### src/rtl/spi_config_ctrl.sv
// spi_config_ctrl: slave-side configuration sequencer.
// Decodes command bytes F8..FD received over SPI while i_CONFIG is high and
// commits multi-byte payloads atomically from a shadow register. Aborted or
// timed-out sequences never touch the live configuration registers.
module spi_config_ctrl #(
    parameter int                CNT_W          = 14,
    parameter int                TIMEOUT_CYCLES = 4096,
    parameter logic [CNT_W-1:0]  RX_DEFAULT     = 14'h2710,
    parameter logic [CNT_W-1:0]  TX_DEFAULT     = 14'h2500,
    parameter logic [3:0]        OSC_DEFAULT    = 4'h8,
    parameter logic [15:0]       ARTHUR_DEFAULT = 16'h0000
) (
    input  logic             clk,
    input  logic             rst,
    input  logic             i_CONFIG,
    input  logic [7:0]       spi_byte,
    input  logic             spi_byte_vld,
    output logic [CNT_W-1:0] ext_count_val_RX,
    output logic [CNT_W-1:0] ext_count_val_TX,
    output logic [3:0]       osc_freq,
    output logic [15:0]      arthur,
    output logic             mode_fc,
    output logic             mode_fd,
    output logic             cfg_busy,
    output logic             cfg_done,
    output logic             cfg_err
);

    // Timeout counter only needs to reach TIMEOUT_CYCLES-1.
    localparam int TW = (TIMEOUT_CYCLES > 2) ? $clog2(TIMEOUT_CYCLES) : 1;
    localparam logic [TW-1:0] TOUT_MAX_C = TW'(TIMEOUT_CYCLES - 1);
    localparam logic [TW-1:0] TOUT_ONE_C = {{(TW-1){1'b0}}, 1'b1};

    // Shadow bits above the counter width must be zero for a legal count.
    localparam logic [15:0] HI_MASK_C = 16'(~((32'd1 << CNT_W) - 32'd1));

    typedef enum logic [1:0] {
        ST_IDLE    = 2'd0,
        ST_WAIT_HI = 2'd1,
        ST_WAIT_LO = 2'd2,
        ST_COMMIT  = 2'd3
    } state_t;

    typedef enum logic [1:0] {
        TGT_RX     = 2'd0,
        TGT_TX     = 2'd1,
        TGT_OSC    = 2'd2,
        TGT_ARTHUR = 2'd3
    } target_t;

    state_t        state_r;
    target_t       target_r;
    logic [15:0]   shadow_r;
    logic [TW-1:0] tout_r;
    logic          accept_s;
    logic          overflow_s;

    // A byte counts only when both strobe and config window are high.
    assign accept_s   = spi_byte_vld & i_CONFIG;
    assign overflow_s = |(shadow_r & HI_MASK_C);

    // Command sequencer: decode, shadow capture, timeout/abort and commit.
    always_ff @(posedge clk) begin
        if (rst) begin
            state_r          <= ST_IDLE;
            target_r         <= TGT_RX;
            shadow_r         <= 16'h0000;
            tout_r           <= '0;
            ext_count_val_RX <= RX_DEFAULT;
            ext_count_val_TX <= TX_DEFAULT;
            osc_freq         <= OSC_DEFAULT;
            arthur           <= ARTHUR_DEFAULT;
            mode_fc          <= 1'b0;
            mode_fd          <= 1'b0;
            cfg_busy         <= 1'b0;
            cfg_done         <= 1'b0;
            cfg_err          <= 1'b0;
        end else begin
            // Strobes are single-cycle unless re-asserted below.
            cfg_done <= 1'b0;
            cfg_err  <= 1'b0;
            case (state_r)
                ST_IDLE: begin
                    tout_r <= '0;
                    if (accept_s) begin
                        case (spi_byte)
                            8'hF8: begin
                                target_r <= TGT_RX;
                                shadow_r <= 16'h0000;
                                state_r  <= ST_WAIT_HI;
                                cfg_busy <= 1'b1;
                            end
                            8'hF9: begin
                                target_r <= TGT_TX;
                                shadow_r <= 16'h0000;
                                state_r  <= ST_WAIT_HI;
                                cfg_busy <= 1'b1;
                            end
                            8'hFA: begin
                                // Oscillator trim takes a single payload byte.
                                target_r <= TGT_OSC;
                                shadow_r <= 16'h0000;
                                state_r  <= ST_WAIT_LO;
                                cfg_busy <= 1'b1;
                            end
                            8'hFB: begin
                                target_r <= TGT_ARTHUR;
                                shadow_r <= 16'h0000;
                                state_r  <= ST_WAIT_HI;
                                cfg_busy <= 1'b1;
                            end
                            8'hFC: begin
                                mode_fc  <= ~mode_fc;
                                cfg_done <= 1'b1;
                            end
                            8'hFD: begin
                                mode_fd  <= ~mode_fd;
                                cfg_done <= 1'b1;
                            end
                            default: begin
                                cfg_err <= 1'b1;
                            end
                        endcase
                    end
                end
                ST_WAIT_HI, ST_WAIT_LO: begin
                    if (!i_CONFIG) begin
                        // Window closed mid-command: drop it, any strobe is ignored.
                        state_r  <= ST_IDLE;
                        tout_r   <= '0;
                        cfg_busy <= 1'b0;
                        cfg_err  <= 1'b1;
                    end else if (spi_byte_vld) begin
                        // Command codes are plain data here.
                        tout_r <= '0;
                        if (state_r == ST_WAIT_HI) begin
                            shadow_r[15:8] <= spi_byte;
                            state_r        <= ST_WAIT_LO;
                        end else begin
                            shadow_r[7:0] <= spi_byte;
                            state_r       <= ST_COMMIT;
                        end
                    end else if (tout_r == TOUT_MAX_C) begin
                        state_r  <= ST_IDLE;
                        tout_r   <= '0;
                        cfg_busy <= 1'b0;
                        cfg_err  <= 1'b1;
                    end else begin
                        tout_r <= tout_r + TOUT_ONE_C;
                    end
                end
                ST_COMMIT: begin
                    // Commit always completes once entered.
                    case (target_r)
                        TGT_RX: begin
                            if (overflow_s) begin
                                ext_count_val_RX <= {CNT_W{1'b1}};
                                cfg_err          <= 1'b1;
                            end else begin
                                ext_count_val_RX <= shadow_r[CNT_W-1:0];
                            end
                        end
                        TGT_TX: begin
                            if (overflow_s) begin
                                ext_count_val_TX <= {CNT_W{1'b1}};
                                cfg_err          <= 1'b1;
                            end else begin
                                ext_count_val_TX <= shadow_r[CNT_W-1:0];
                            end
                        end
                        TGT_OSC: begin
                            osc_freq <= shadow_r[3:0];
                        end
                        TGT_ARTHUR: begin
                            arthur <= shadow_r;
                        end
                        default: begin
                            arthur <= arthur;
                        end
                    endcase
                    cfg_done <= 1'b1;
                    cfg_busy <= 1'b0;
                    tout_r   <= '0;
                    state_r  <= ST_IDLE;
                end
                default: begin
                    state_r  <= ST_IDLE;
                    cfg_busy <= 1'b0;
                end
            endcase
        end
    end

endmodule

### config.mk
export PLATFORM = sky130hd
export DESIGN_NAME = spi_config_ctrl
export DESIGN_NICKNAME = d
export VERILOG_FILES = /design/src/rtl/spi_config_ctrl.sv
export SDC_FILE = /design/constraint.sdc
export NUM_CORES = 1
export LEC_CHECK = 0
export ABC_AREA = 1
export CORE_MARGIN = 3
export CORE_UTILIZATION = 52
export DETAILED_ROUTE_END_ITERATION = 8
export GPL_ROUTABILITY_DRIVEN = 0
export GPL_TIMING_DRIVEN = 0
export PLACE_DENSITY = 0.77
export SETUP_SLACK_MARGIN = 0.3
export SYNTH_ARGS = -nofsm -noshare
export SYNTH_HDL_FRONTEND = slang
export SYNTH_SLANG_ARGS = --single-unit
### constraint.sdc
create_clock -name clk -period 1.79 [get_ports clk]
set_clock_uncertainty 0.15 [all_clocks]
set_input_delay 0.358 -clock clk [delete_from_list [all_inputs] [get_ports clk]]
set_output_delay 0.358 -clock clk [all_outputs]
set_load 0.01 [all_outputs]
==> results of run 1 <==
stage by stage:
step                setup WS [ps]  util (%)  std cells  total power, mW
floorplan                     269         -        472             2.03
global placement             -350      66.1        613             2.10
detailed placement           -340      66.1        613             2.10
CTS                          89.1      72.3        641             3.60
global route                -22.4      75.0        648             3.73
finish                       33.2      75.0        648             3.61
critical path, delay by kind of cell, from the launching register on:
kind	cells	cell delay, ps
flip-flops	1	360
buffers and inverters	4	330
AND/OR/NAND/NOR	3	290
adder cells (fa/ha/maj)	1	280
AO/OA/AOI/OAI	2	240
cell families after synthesis:
| family | Yosys count |
|---|---|
| simple gates | 203 |
| compound gates | 101 |
| flops | 85 |
| buf+inv | 74 |
| xor+xnor | 5 |
| fa+ha+maj | 4 |
cell usage in the layout (no fill, tap or decap), drive strengths merged, types with 3 or more instances in the layout:
cell type and n:
nor2 103, o21ai 67, nand2 65, a21oi 28, xnor2 3, a31oi 5, buf 31, clkdlybuf4s50 3
clkinv 5, nand3 16, dlygate4sd2 10, dfxtp 85, nand4 5, clkdlybuf4s15 34, dlymetal6s2s 3, ha 4
or2 10, inv 55, clkbuf 28
state kept, by name, indices dropped and copies added, names as in the netlist, 2 cells and up:
register / flops
ext_count_val_RX: 14
ext_count_val_TX: 14
target_r: 2
osc_freq: 4
tout_r: 12
arthur: 16
state_r: 2
shadow_r: 16
power groups by stage:
stage	sequential [mW]	combinational, mW	clock (mW)
global placement	1.95	0.149	0
detailed placement	1.95	0.151	0
finish	1.90	0.191	1.52
floorplan	1.95	0.0877	0
global route	1.91	0.205	1.62
CTS	1.90	0.169	1.53
routing by layer:
metal,GRT usage [%],part of all wire [%]
met2,40.5,46
met4,11.0,2.6
met5,0,0
met3,5.17,6.3
met1,33.0,45
worst paths after layout:
kind | from | endpoint | slack, ps | cells past startpoint
hold reg to reg | arthur[6] | arthur[6] | 290 | 2
setup / recovery | state_r[0] | shadow_r[3] | 30 | 10
setup reg to reg | state_r[0] | shadow_r[3] | 30 | 10
hold / removal | arthur[6] | arthur[6] | 290 | 2
area by class of cell:
class / count / area (um^2)
Buffer: 18 / 120
Fill cell: 483 / 1620
Tap cell: 77 / 96.3
Sequential cell: 85 / 1710
Multi-Input combinational cell: 314 / 1760
Timing Repair Buffer: 82 / 712
Clock buffer: 9 / 124
Clock inverter: 7 / 96.3
Inverter: 56 / 228
repair_timing:
action / in CTS / in global routing
pin swaps: 16 / 19
cloned: 3 / 0
setup buffers: 9 / 7
endpoints found under the setup margin: 136 / 133
gates resized for setup: 121 / 117
cell usage after synthesis:
library cell  instances
nor2_1               97
dfxtp_1              85
o21ai_0              63
nand2_1              55
inv_1                49
a21oi_1              28
nand3_1              16
buf_2                 9
nand2_2               9
or2_2                 9
clkbuf_1              7
a31oi_1               5
nand4_1               5
ha_1                  4
inv_2                 4
nor2_4                4
o21ai_1               4
xnor2_1               3
clkinv_2              2
nor2_2                2
nor3b_1               2
xor2_1                2
buf_1                 1
buf_6                 1
clkinv_1              1
nand3b_1              1
nor3_1                1
o22ai_2               1
or2_1                 1
or3b_1                1
==> results.md, run 1 <==
* Outcome: completed
* Area growth, synth to finish at 38.1%
* Antenna violations before repair at 0
* Tcrit/Tclk final at 98.1%
* Post-Syn Nets at 488
* Wire per inst at 14.7 um
* Internal at 2.77 mW
* Synth Register Bits at 85
* Hold buffer count at cts at 0
* Clk slew on worst S/H paths at 90 ps
* Tightest Hold Check Type: reg2reg
* Critical path endpoint category: flip-flop
* Post-route DRC at 0
* Hold slack at 293 ps
* Unique masters post-synth at 30
* Fraction of the mapped netlist area in adder cells at 1.43%
* Vias in the first global route at 3362
* Layout net count at 582
* Syn avg cell area at 7.43 um^2
* TritonCTS clock tree: done
* Final instance area at 4840 um^2
* Vias/cell at 5.37
* ANT nets after route at 0
* Router iterations before antenna repair at 5
* Static leakage at 2.14 nW
* CP cell instances: inv_2, ha_4, inv_4, nor2_4, inv_2, o22ai_2, nand2_2, buf_6, o21ai_2, nor2_1
* Die width at about 90 um
* Initial Utilization at 54.3%
* Setup total negative slack at 0 ps
* Syn. warnings at 0
* Maximum clock rate at 0.569 GHz
* CP max FO at 5
* Simple-gate share of the synthesized area at 25.5%
* Least-Margin Pin Slew at about 570 ps
* Post-DP HPWL at 6260 um
* Max cap viols at 0
* Yosys top cell by area: dfxtp_1
* Die area at 7770 um^2
* Post-Syn Area at 3510 um^2
* Root buf cell: clkbuf_8
* RSZ-0062 raised after global routing: true
* Worst EP arrival at 1850 ps
* Final setup fails at 0
* Synth Area in XOR/XNOR at 1.25%
* Core footprint at 6460 um^2
* I/O Buffers at 64
* Ant. Diodes at 0
* Crit Path Category: reg2reg
* Largest family of logic cells by synthesized area: simple AND/OR/NAND/NOR gates
* Number of H-tree levels at 3
* CP max-delay cell: dfxtp_2
* Top cells by area, synth: dfxtp_1 49%, nor2_1 10%, o21ai_0 9.0%
* Logic gate share of total power at 5.3%
* Largest net degree at the start of global routing at 16
* CP Launch Type: flip-flop
* Compound-gate portion of the synthesized area at 14.8%
* Max incr delay on CP at 360 ps
* Clk sinks at 85
* Clock Latency Late Sink at ~350 ps
* Hold violation total from the final report at 0
* Initial DRC count at 257
* Site Rows at 29
* DRT Wirelength at 9530 um
* WP data required at around 1900 ps
* Sequential power share at between 50 and 60%
* Most used cell, CP: inv_2
* Period minus WS final at 1760 ps
* Clock Path Buffers at 2
* CTS buffer count at 9
* Via count at 3482
* Slew Viols, Final at 0
* Gr ovfl total at 0
* Clk pwr share at 42.0%
* Fraction of layout cells with a size suffix above 1 at 27.5%
* Ports at 65
* PwrDens at 746 nW/um^2
* NetSw at 0.849 mW
* Post-synthesis mux area share at 0%
* Max_slew headroom at 61.7%
* Post-Synthesis Cells at about 470
* Sw frac at 23.5%
* VDD IR max at about 0.42 mV
* Synth top area share at 48.5%
* Placed cell area at 4270 um^2
* GRT Total Usage at around 25%
* Post-synthesis sequential area ratio at 48.5%
* Die H at 88.1 um
* Global-route wire length before repair at 15400 um
No activity file was read; power rests on OpenSTA's default activity.
==> inputs of run 2 (changes only) <==
CAP_MARGIN = 20   (was not set)
CTS_CLUSTER_SIZE = 8   (was not set)
==> results of run 2 <==
Same layout as run 1: the final DEF is identical, and so are final timing and power.
